<file path="config.mk">
export PLATFORM = sky130hd
export DESIGN_NAME = mac_dot_sequencer
export DESIGN_NICKNAME = d
export VERILOG_FILES = /design/src/rtl/mac_dot_sequencer.sv
export SDC_FILE = /design/constraint.sdc
export NUM_CORES = 1
export LEC_CHECK = 0
export ABC_AREA = 1
export CORE_MARGIN = 2
export CORE_UTILIZATION = 40
export DETAILED_ROUTE_END_ITERATION = 6
export GPL_TIMING_DRIVEN = 0
export PLACE_DENSITY = 0.78
export SLEW_MARGIN = 10
export SYNTH_ARGS = -nofsm -noshare
export SYNTH_HDL_FRONTEND = slang
export SYNTH_SLANG_ARGS = --single-unit
</file>
<file path="constraint.sdc">
create_clock -name clk -period 2.65 [get_ports clk]
set_input_delay 0.53 -clock clk [delete_from_list [all_inputs] [get_ports clk]]
set_output_delay 0.53 -clock clk [all_outputs]
set_load 0.01 [all_outputs]
</file>
<file path="src/rtl/mac_dot_sequencer.sv">
// Operand feeder and accumulator reader for one mac_core_8x8_32: clears the MAC,
// streams VEC_LEN pairs, captures the dot product. Optional MAC_SEQ_CHECK_EN adds out_err.
module mac_dot_sequencer #(
  parameter int VEC_LEN = 8,
  parameter int DATA_W  = 8,
  parameter int ACC_W   = 32
) (
  input  logic                     clk,
  input  logic                     rst_n,
  input  logic                     in_valid,
  output logic                     in_ready,
  input  logic signed [DATA_W-1:0] in_a,
  input  logic signed [DATA_W-1:0] in_b,
  output logic                     mac_clr,
  output logic signed [DATA_W-1:0] mac_a,
  output logic signed [DATA_W-1:0] mac_b,
  input  logic        [ACC_W-1:0]  mac_acc,
  output logic                     out_valid,
  input  logic                     out_ready,
  output logic        [ACC_W-1:0]  out_data,
`ifdef MAC_SEQ_CHECK_EN
  output logic                     out_err,
`endif
  output logic                     busy
);

  localparam int CNT_W = $clog2(VEC_LEN);
  localparam logic [CNT_W-1:0] LAST = CNT_W'(VEC_LEN - 1);

  typedef enum logic [2:0] {CLEAR, ACCUM, FLUSH, CAPTURE, RESULT} state_t;

  state_t           state;
  state_t           next_state;
  logic [CNT_W-1:0] count;
  logic             accept;

  assign accept = in_valid & in_ready;
  assign busy   = (state != RESULT);

  always_comb begin
    next_state = state;
    in_ready   = 1'b0;
    mac_clr    = 1'b0;
    case (state)
      CLEAR: begin
        mac_clr    = 1'b1;
        next_state = ACCUM;
      end
      ACCUM: begin
        in_ready = 1'b1;
        if (in_valid && count == LAST) next_state = FLUSH;
      end
      FLUSH:   next_state = CAPTURE;
      CAPTURE: next_state = RESULT;
      RESULT:  if (out_ready) next_state = CLEAR;
      default: next_state = CLEAR;
    endcase
  end

  // The MAC accumulates every edge, so operands are zero unless a pair was accepted.
  always_ff @(posedge clk or negedge rst_n) begin
    if (!rst_n) begin
      state     <= CLEAR;
      count     <= '0;
      mac_a     <= '0;
      mac_b     <= '0;
      out_valid <= 1'b0;
      out_data  <= '0;
    end else begin
      state <= next_state;
      mac_a <= accept ? in_a : '0;
      mac_b <= accept ? in_b : '0;
      if (state == CLEAR)
        count <= '0;
      else if (accept)
        count <= (count == LAST) ? '0 : count + 1'b1;
      if (state == CAPTURE) begin
        out_valid <= 1'b1;
        out_data  <= mac_acc;
      end else if (state == RESULT && out_ready) begin
        out_valid <= 1'b0;
      end
    end
  end

`ifdef MAC_SEQ_CHECK_EN
  logic [ACC_W-1:0] ref_acc;

  function automatic logic [ACC_W-1:0] ext_prod(input logic signed [DATA_W-1:0] a,
                                                input logic signed [DATA_W-1:0] b);
    logic signed [ACC_W-1:0] ea;
    logic signed [ACC_W-1:0] eb;
    ea = {{(ACC_W-DATA_W){a[DATA_W-1]}}, a};
    eb = {{(ACC_W-DATA_W){b[DATA_W-1]}}, b};
    return ea * eb;
  endfunction

  // Reference tracks accepted pairs directly, one edge ahead of the MAC.
  always_ff @(posedge clk or negedge rst_n) begin
    if (!rst_n) begin
      ref_acc <= '0;
      out_err <= 1'b0;
    end else begin
      if (state == CLEAR)
        ref_acc <= '0;
      else if (accept)
        ref_acc <= ref_acc + ext_prod(in_a, in_b);
      if (state == CAPTURE)
        out_err <= (mac_acc != ref_acc);
      else if (state == RESULT && out_ready)
        out_err <= 1'b0;
    end
  end
`endif

endmodule

</file>
==> metrics <==
Max Cap Viol 0; switching share of power 34.6%; family with the most delay on the worst path buffers and inverters; Post-Syn Instances 230; Max VDD drop 415 uV; Num CTS Buffers 5; # fillers 477; peak fanout along the critical path 7; NetSw 1230 uW; I/O Pins 104; IO Port Bufs 103; Post-Synth Simple-Gate Area 14.2%; final worst slack 0.442 ns; global-route wire length before repair 7.91 mm; compound-gate portion of the synthesized area 10.9%; Row Count 27; Remaining Overflow, GRT 0; Logic pwr share 48.3%; Ys Warns 0; commonest non-fill, non-tap cell in the layout clkdlybuf4s50_1; Net Count, Synth 284; Wirelength per Cell 11.4 um; GRT Util Overall 16.0%; post-synthesis xor/xnor area fraction 0%; actual slew at the worst max-slew pin 0.543 ns; Leakage 0.00177 uW; Max Root-Sink Buffers 2; Synth Register Bits 55; CTS Sinks 55; synthesized area 2250 sq um; post-CTS setup buffer count 0; footprint of the multi-input gates 591 sq um; Resized cells post-CTS 0; register area 1380 sq um; worst stage delay on the critical path 0.52 ns; kind of critical path reg -> out; reg-to-reg startpoint count[0]$_DFFE_PN0P_; antenna violations before repair 0; setup violators final 0; Clk pin slew, worst setup/hold paths 0.09 ns; DR iter-0 viols 46; pre-CTS WS 0.762 ns; Setup Skew 0.00907 ns; clock network fraction of total power 13.9%; slowest CP cell clkdlybuf4s50_1; Internal 2330 uW; crit path launch type flip-flop; fmax 453 MHz; CP Capture Type output pin; Crit path buffers/inverters 3; total number of vias 1801; Antenna Nets Post-Route 0; Final #Nets 395; CP cell instances buf_4 -> nor2_1 -> nand2_1 -> inv_1 -> clkdlybuf4s50_1; most frequent cells in the layout clkdlybuf4s50_1 (102), dfrtp_1 (55), inv_1 (54); die outline width 79.1 um; Reg power frac 37.8%; share of cells above drive strength 1 12.3%; post-synthesis sequential area ratio 61.0%; htree depth 2; DRC 0; min cycle time layout 2.21 ns; Pins Over Slew Limit 0; die span in y 79.1 um; core region area 5470 sq um; pwr/cell area 1020 nW/um^2; drt pass-1 iters 4; Syn-to-layout area delta 55.0%; fin crit share 83.3%; main combinational cell family by area after synthesis simple AND/OR/NAND/NOR gates; clock latency on the worst-skew pair 0.30 ns; beginning of the critical path state[0]$_DFFE_PN0P_; mean area per synthesized cell 9.80 sq um; Final HPWL DP 3.58 mm; worst endpoint required time 2.12 ns; CP Data Arrival Time 1.68 ns; root buffer cell clkbuf_8; headroom to the max-slew limit 63.8%; Hold Violations, Final 0; placed cells 406; outcome complete, no violations; vias per cell 4.35; HP Class in -> async; RSZ-0062 raised after global routing no; Netlist cell types 17; largest net degree at the start of global routing 34; TritonCTS clock tree yes; setup slack, reg-to-reg 1.44 ns; adder-cell area share of the yosys netlist 1.11%; Die ar. 6250 sq um; final std cells w/o fill 414; mux cell area share after synthesis 0%; GPL Wtd Cong 0.795; final wirelength 4.72 mm; Post-CTS Hold Fix Bufs 0; initial core utilization 41.2%; vias in the first global route 1787; antenna cells 0
-- cells by family (layout without fill, tap and decap cells) --
kind of cell    count (synthesis)  after routing
compound gates                 34             34
simple gates                   74             74
flops                          55             55
buf+inv                        65            177
fa+ha+maj                       2              2
-- worst register-to-register path: cells and delay by family (launching register included) --
kind	cells	cell delay (ns)
adder cells (fa/ha/maj)	2	0.41
flip-flops	1	0.41
AND/OR/NAND/NOR	4	0.30
-- worst paths after layout --
check	depth (start not counted)	end
worst max-delay path	5	mac_clr
worst min-delay path	1	out_data[26]$_DFFE_PN0P_
worst max register to register	6	state[1]$_DFFE_PN0P_
worst min register to register	2	out_data[16]$_DFFE_PN0P_
max in group asynchronous	2	mac_b[2]$_DFF_PN0_
min in group clk	2	out_data[16]$_DFFE_PN0P_
-- power by group through the flow --
| stage | Clock (uW) | Sequential (uW) | Combinational (uW) |
|---|---|---|---|
| 6_report | 495 | 1350 | 1720 |
| 5_1_grt | 554 | 1390 | 1900 |
| 4_1_cts | 515 | 1350 | 1750 |
| 3_5_place_dp | 0 | 1370 | 1740 |
| 3_3_place_gp | 0 | 1350 | 1700 |
| 2_1_floorplan | 0 | 1500 | 715 |
-- area by class of cell --
cell class,instances,area share [%]
plain buffers,9,2.22
clock buffers,7,2.76
inverters,56,6.02
flip-flops and latches,55,39.4
well taps,72,2.58
clock inverters,1,0.215
repair buffers,104,29.9
multi-input cells,110,16.9
-- metal layers --
metal  global-route usage (%)  share of wire (%)
met1                     18.1                 40
met2                     27.3                 47
met3                     8.18                 12
met4                     2.76               0.53
met5                        0                  0
-- registers in the layout, indices dropped and copies added, names as in the netlist --
register / cells
mac_b: 8
mac_a: 8
out_valid: 1
state: 3
count: 3
out_data: 32
-- metrics by stage --
step | setup TNS (ns) | utilization [%] | hold slack (ns) | cell area (sq um) | total power, uW
detailed placement | 0 | 62.0 | 0.467 | 3390 | 3110
finish | 0 | 63.9 | 0.203 | 3490 | 3560
floorplan | 0 | - | 0.234 | 2250 | 2210
CTS | 0 | 63.9 | 0.210 | 3490 | 3620
global placement | -33.66 | 61.7 | 0.464 | 3380 | 3050
global route | 0 | 63.9 | 0.230 | 3490 | 3840
-- cell usage after synthesis --
library cell | count | area [sq um]
nand3_4 | 1 | 17.5
nand2_1 | 45 | 169
buf_4 | 1 | 7.51
nand4_4 | 1 | 21.3
o21ai_2 | 20 | 175
nand4_1 | 2 | 12.5
nor2_1 | 20 | 75.1
o21ai_0 | 11 | 55.1
o21ai_1 | 3 | 15.0
dfrtp_1 | 55 | 1380
inv_1 | 54 | 203
ha_1 | 2 | 25.0
nand3_1 | 5 | 25.0
clkbuf_1 | 1 | 3.75
buf_2 | 2 | 10.0
buf_6 | 5 | 56.3
inv_2 | 2 | 7.51
No activity file was read; power rests on OpenSTA's default activity.
